**src/rtl/sar_pkg.sv**
```systemverilog
// Shared defaults and helpers for the SAR result capture block.
package sar_pkg;

   localparam int unsigned SAR_W_DEF      = 10;
   localparam int unsigned FIFO_DEPTH_DEF = 4;
   // 8 x (2^SAR_W - 1) needs SAR_W + 3 bits
   localparam int unsigned ACC_W_DEF      = SAR_W_DEF + 3;
   localparam int unsigned CNT_W_DEF      = $clog2(FIFO_DEPTH_DEF) + 1;

   // Number of samples in an averaging window of 2^n.
   function automatic logic [3:0] win_len(input logic [1:0] n);
      return 4'd1 << n;
   endfunction

endpackage

```
**src/rtl/sar_result_capture_if.sv**
```systemverilog
// Handshake bundle between SAR logic, the capture block and the result consumer.
interface sar_result_capture_if #(
   parameter int unsigned SAR_W = sar_pkg::SAR_W_DEF,
   parameter int unsigned CNT_W = sar_pkg::CNT_W_DEF
);
   logic [SAR_W-1:0] sar;
   logic             eoc;
   logic [1:0]       avg_log2;
   logic             ovf_clr;
   logic             out_ready;
   logic [SAR_W-1:0] out_data;
   logic             out_valid;
   logic [CNT_W-1:0] fifo_count;
   logic             overflow;

   modport slave (
      input  sar, eoc, avg_log2, ovf_clr, out_ready,
      output out_data, out_valid, fifo_count, overflow
   );

   modport master (
      output sar, eoc, avg_log2, ovf_clr, out_ready,
      input  out_data, out_valid, fifo_count, overflow
   );
endinterface

```
**src/rtl/sar_result_fifo.sv**
```systemverilog
// First-word-fall-through result FIFO; pointers carry one extra wrap bit for the count.
module sar_result_fifo #(
   parameter int unsigned DEPTH = 4,
   parameter int unsigned W     = 10,
   localparam int unsigned AW   = $clog2(DEPTH)
) (
   input  logic          clk,
   input  logic          rst,
   input  logic          i_push,
   input  logic [W-1:0]  i_data,
   input  logic          i_pop,
   output logic [W-1:0]  o_data,
   output logic [AW:0]   o_count,
   output logic          o_full,
   output logic          o_empty
);
   logic [W-1:0] r_mem [DEPTH];
   logic [AW:0]  r_wptr;
   logic [AW:0]  r_rptr;
   logic         w_pop;
   logic         w_wen;

   assign o_count = r_wptr - r_rptr;
   assign o_empty = (o_count == '0);
   assign o_full  = (o_count == (AW+1)'(DEPTH));
   // A pop on an empty FIFO is void; a push while full only lands if a pop frees the slot
   assign w_pop   = i_pop & ~o_empty;
   assign w_wen   = i_push & (~o_full | w_pop);
   assign o_data  = o_empty ? '0 : r_mem[r_rptr[AW-1:0]];

   // Pointer update and storage write
   always_ff @(posedge clk) begin
      if (rst) begin
         r_wptr <= '0;
         r_rptr <= '0;
      end else begin
         if (w_wen) begin
            r_mem[r_wptr[AW-1:0]] <= i_data;
            r_wptr                <= r_wptr + 1'b1;
         end
         if (w_pop) r_rptr <= r_rptr + 1'b1;
      end
   end

endmodule

```
**src/rtl/sar_result_capture.sv**
```systemverilog
// Captures SAR conversion results on eoc rising edges, averages over 2^N samples
// and queues each averaged result in a small FIFO.
module sar_result_capture
   import sar_pkg::*;
#(
   parameter int unsigned SAR_W      = SAR_W_DEF,
   parameter int unsigned FIFO_DEPTH = FIFO_DEPTH_DEF,
   parameter int unsigned ACC_W      = SAR_W + 3
) (
   input  logic               clk,
   input  logic               rst,
   sar_result_capture_if.slave bus
);
   localparam int unsigned CNT_W = $clog2(FIFO_DEPTH) + 1;

   logic             r_eoc_prev;
   logic [ACC_W-1:0] r_acc;
   logic [3:0]       r_cnt;
   logic [1:0]       r_n;
   logic [SAR_W-1:0] r_res;
   logic             r_push;
   logic             r_ovf;

   logic             w_cap;
   logic [1:0]       w_n;
   logic [ACC_W-1:0] w_acc_nxt;
   logic [3:0]       w_cnt_nxt;
   logic             w_done;
   logic [ACC_W-1:0] w_shift;
   logic             w_full;
   logic             w_empty;
   logic             w_drop;
   logic [CNT_W-1:0] w_count;

   assign w_cap     = bus.eoc & ~r_eoc_prev;
   // First capture of a window uses the live avg_log2; later ones use the latched value
   assign w_n       = (r_cnt == 4'd0) ? bus.avg_log2 : r_n;
   assign w_acc_nxt = r_acc + ACC_W'(bus.sar);
   assign w_cnt_nxt = r_cnt + 4'd1;
   assign w_done    = w_cap && (w_cnt_nxt == win_len(w_n));
   assign w_shift   = w_acc_nxt >> w_n;
   assign w_drop    = r_push & w_full & ~(bus.out_ready & ~w_empty);

   // Edge detect, accumulation, window control and sticky overflow
   always_ff @(posedge clk) begin
      if (rst) begin
         r_eoc_prev <= 1'b0;
         r_acc      <= '0;
         r_cnt      <= 4'd0;
         r_n        <= 2'd0;
         r_res      <= '0;
         r_push     <= 1'b0;
         r_ovf      <= 1'b0;
      end else begin
         r_eoc_prev <= bus.eoc;
         r_push     <= w_done;
         if (w_done) r_res <= w_shift[SAR_W-1:0];
         if (w_cap) begin
            if (r_cnt == 4'd0) r_n <= bus.avg_log2;
            if (w_done) begin
               r_acc <= '0;
               r_cnt <= 4'd0;
            end else begin
               r_acc <= w_acc_nxt;
               r_cnt <= w_cnt_nxt;
            end
         end
         if (w_drop) r_ovf <= 1'b1;
         else if (bus.ovf_clr) r_ovf <= 1'b0;
      end
   end

   sar_result_fifo #(
      .DEPTH (FIFO_DEPTH),
      .W     (SAR_W)
   ) u_fifo (
      .clk     (clk),
      .rst     (rst),
      .i_push  (r_push),
      .i_data  (r_res),
      .i_pop   (bus.out_ready),
      .o_data  (bus.out_data),
      .o_count (w_count),
      .o_full  (w_full),
      .o_empty (w_empty)
   );

   assign bus.out_valid  = ~w_empty;
   assign bus.fifo_count = w_count;
   assign bus.overflow   = r_ovf;

endmodule

```
**src/flat_wrapper.sv**
```systemverilog
// flat-port wrapper written by rule: the top's interface ports become plain ports
module sar_result_capture_flat import sar_pkg::*;
#(
   parameter int unsigned SAR_W      = SAR_W_DEF,
   parameter int unsigned FIFO_DEPTH = FIFO_DEPTH_DEF,
   parameter int unsigned ACC_W      = SAR_W + 3
)
  (clk, rst, bus_sar, bus_eoc, bus_avg_log2, bus_ovf_clr, bus_out_ready, bus_out_data, bus_out_valid, bus_fifo_count, bus_overflow);
  sar_result_capture_if #(.SAR_W(SAR_W), .CNT_W(3)) bus_i ();
  input  logic clk;
  input  logic rst;
  input wire logic [$bits(bus_i.sar)-1:0] bus_sar;
  input wire logic [$bits(bus_i.eoc)-1:0] bus_eoc;
  input wire logic [$bits(bus_i.avg_log2)-1:0] bus_avg_log2;
  input wire logic [$bits(bus_i.ovf_clr)-1:0] bus_ovf_clr;
  input wire logic [$bits(bus_i.out_ready)-1:0] bus_out_ready;
  output wire logic [$bits(bus_i.out_data)-1:0] bus_out_data;
  output wire logic [$bits(bus_i.out_valid)-1:0] bus_out_valid;
  output wire logic [$bits(bus_i.fifo_count)-1:0] bus_fifo_count;
  output wire logic [$bits(bus_i.overflow)-1:0] bus_overflow;
  assign bus_i.sar = bus_sar;
  assign bus_i.eoc = bus_eoc;
  assign bus_i.avg_log2 = bus_avg_log2;
  assign bus_i.ovf_clr = bus_ovf_clr;
  assign bus_i.out_ready = bus_out_ready;
  assign bus_out_data = bus_i.out_data;
  assign bus_out_valid = bus_i.out_valid;
  assign bus_fifo_count = bus_i.fifo_count;
  assign bus_overflow = bus_i.overflow;
  sar_result_capture #(.SAR_W(SAR_W), .FIFO_DEPTH(FIFO_DEPTH), .ACC_W(ACC_W)) u_core (.clk(clk), .rst(rst), .bus(bus_i));
endmodule
```
**config.mk**
```make
export PLATFORM = sky130hd
export DESIGN_NAME = sar_result_capture_flat
export DESIGN_NICKNAME = d
export VERILOG_FILES = /design/src/rtl/sar_pkg.sv /design/src/rtl/sar_result_capture_if.sv /design/src/rtl/sar_result_fifo.sv /design/src/rtl/sar_result_capture.sv /design/src/flat_wrapper.sv
export SDC_FILE = /design/constraint.sdc
export NUM_CORES = 1
export LEC_CHECK = 0
export CORE_UTILIZATION = 56
export DETAILED_ROUTE_END_ITERATION = 12
export PLACE_DENSITY_LB_ADDON = 0.12
export SETUP_SLACK_MARGIN = 0.5
export SYNTH_ARGS = -nofsm -noshare
export SYNTH_HDL_FRONTEND = slang
export SYNTH_SLANG_ARGS = --single-unit
export TNS_END_PERCENT = 5
```
**constraint.sdc**
```tcl
create_clock -name clk -period 3.4 [get_ports clk]
set_input_delay 0.68 -clock clk [delete_from_list [all_inputs] [get_ports clk]]
set_output_delay 0.68 -clock clk [all_outputs]
set_load 0.01 [all_outputs]
```
==> impl_metrics.ini <==
[outcome]
outcome = completed

[clock_tree]
clk_latency_ns = 0.35
cts_hold_buf = 0
cts.clk_slew.worst_paths_ns = 0.08
cts_tree = built
cts_buffers = 9
cts.path.max_buffers = 2
cts_sinks = 80
htree_num_levels = 3
clockRootBuffer = clkbuf_8

[grt]
grtUsageTotal_pct = 24.34
use_met3_pct = 4.618
grt_pass1_wl_um = 14330
grt_start_max_net_pins = 45
grt.met1_usage_pct = 31.19
grt-busiest-layer = met2
grt_antenna_before_repair = 0
met2_usage_pct = 41.09
grt_pass1_vias = 3007
overflow = 0

[sta]
grt_setup_unrepaired = true
setup_ws_ns = 0.4154
maxSlewHeadroom_pct = 64.90
whs_ns = 0.4565
max_clock_freq_mhz = 335.1
period_needed_ns = 2.985
drv_slew = 0
setup_viol = 0
fin_tns_setup_ns = 0
period_share_pct = 87.78
tightestPinTransition_ns = 0.5264
fin_worst_skew_ns = 0.01070
hold_viol_final = 0

[layout]
antenna_cells = 0
stdcell_count = 548
drive_above_1_share_pct = 20.94
multiInputGateArea_mm2 = 0.002136
nNetsFinal = 481
syn_to_final_growth_pct = 20.26
utilization_pct = 69.29
design_area_mm2 = 0.004999
num-fill-cells = 566
register_area_mm2 = 0.002004

[power]
powerDensity_mw_per_mm2 = 620.9
ir_worst_vdd_mv = 0.2331
finalPower_mw = 3.104
leakagePower_nw = 1.926

[synthesis]
synth_top_area_share_pct = 28.90
synth-edff-count = 40
yosys_warnings = 0
synth_area_mm2 = 0.004156
syn_avg_cell_area_um2 = 10.47
syn_nets = 434
ys_ff_latch = 80
synth_flop_cell = edfxtp_1
async_flop_share_pct = 0
yosysTopAreaCell = edfxtp_1
yosysUniqueCellTypes = 58
ys_seq_area_share_pct = 48.16
synth_common_cells = nand2_1 (43), nor2_1 (43), dfxtp_1 (40), edfxtp_1 (40), a21oi_1 (26)
synth_cells = 397
yosys-top-cells-area = edfxtp_1 (29%), dfxtp_1 (19%), ha_1 (5.4%), mux4_2 (5.4%), nand2_1 (3.9%)

[floorplan]
die-width_um = 88.15
die_area_mm2 = 0.007770
start_util_pct = 57.61
row_count = 31
core-area_mm2 = 0.007214
die_y_um = 88.15
ios = 32

[place]
place_congestion = 0.9310
dp_hpwl_um = 5646
placed_cells = 516
dp_slack_ns = 0.008228
io_buffers = 31
placed_area_mm2 = 0.004587

[critical_path]
cp.arrival_ns = 2.30
end_kind = output port
cp_max_fo = 5
path_common_cell = buf_6
worst_ep_required_time_ns = 2.72
critPathBufInv = 3
critPathKind = flip-flop to output port
cp-start-kind = flip-flop
worstPathCellList = inv_4 > ha_4 > fa_2 > xnor2_2 > xor2_2 > nand3_2 > buf_6 > and2_4 > buf_6
cp_top_family = adder cells
critPathMaxStageDelay_ns = 0.36
cpMaxStageDelayCell = dfxtp_2

[route]
avgRoutedWirePerCell_um = 15.79
routed_via_density = 5.732
drc = 0
drtIter0Drc = 129
vias = 3141
ant_nets = 0
drt_wl_total_um = 8651
dr.pass1.iters = 4

[hold_path]
hold_class = flip-flop to flip-flop

[flow_run]
cap_violations = 0
[state kept, by name, indices dropped and copies added, names as in the netlist, named ones only]
name	count
u_core.bus.overflow	1
u_core.r_acc	13
u_core.r_cnt	4
u_core.r_eoc_prev	1
u_core.r_n	2
u_core.r_push	1
u_core.r_res	10
u_core.u_fifo.r_mem	40
u_core.u_fifo.r_rptr	3
u_core.u_fifo.r_wptr	3
[worst register-to-register path, stage by stage, from the launching register on]
cell and delay [ns]:
dfxtp_2 0.36, inv_4 0.05, ha_4 0.15, fa_2 0.34, xnor2_2 0.17, xor2_2 0.29, buf_4 0.18, nor4_1 0.05
nand2b_1 0.23, nor2_1 0.18, and2_1 0.49
[report_power, final]
| group | internal [mW] | switching, mW | total, mW |
|---|---|---|---|
| clock | 0.360 | 0.347 | 0.707 |
| sequential | 1.08 | 0.0571 | 1.13 |
| combinational | 0.673 | 0.592 | 1.26 |
[layer usage]
layer	up-vias	wire length [um]
li1	1552	-
met1	1518	3834
met2	58	4433
met3	13	249
met4	0	132
met5	-	0
[cells by family (layout without fill, tap and decap cells)]
kind of cell               Yosys count  in the layout  synth area share, %
and+or+nand+nor                    150            151                17.64
AOI/OAI and AO/OA                   80             80                13.49
DFF                                 80             80                48.16
buffers and inverters               32             83                3.311
adders and majority gates           20             20                6.382
muxes                               19             19                7.646
xor gates and xnor gates            16             16                3.371
[placed cells by master, fill, tap and decap left out, drive strengths merged, types with 3 or more instances in the layout]
master          n
nor2           43
nand2          43
edfxtp         40
dfxtp          40
buf            35
a21oi          26
clkdlybuf4s50  19
ha             18
nand3          17
clkbuf         14
and2           14
mux4           10
o211ai         10
xor2           10
o21ai          10
inv             8
mux2i           7
xnor2           6
nor3            5
nor2b           4
a211oi          4
a22oi           4
nor4            4
o221ai          4
clkinv          4
nand2b          3
a21o            3
and3            3
[cell type report]
class	count	share of cell area, %
clock inverters	5	1.151
repair buffers	59	10.06
well taps	99	2.478
inverters	8	0.6508
clock buffers	11	2.829
multi-input cells	286	42.73
flip-flops and latches	80	40.10
[worst paths after layout]
path | from | endpoint | cells past startpoint | slack, ns
setup / recovery | u_core.u_fifo.r_wptr[0] | bus_out_data[7] | 9 | 0.42
setup reg to reg | u_core.u_fifo.r_wptr[0] | u_core.u_fifo.r_mem[0][5] | 10 | 0.54
hold reg to reg | u_core.r_acc[3] | u_core.r_acc[3] | 2 | 0.46
hold / removal | u_core.r_acc[3] | u_core.r_acc[3] | 2 | 0.46
[repair_timing]
action | CTS | global route
pin swaps | 12 | 9
gates resized for setup | 60 | 16
gates cloned | 1 | 0
setup buffers | 8 | 7
setup endpoints to repair | 47 | 61
No activity file was read; power rests on OpenSTA's default activity.
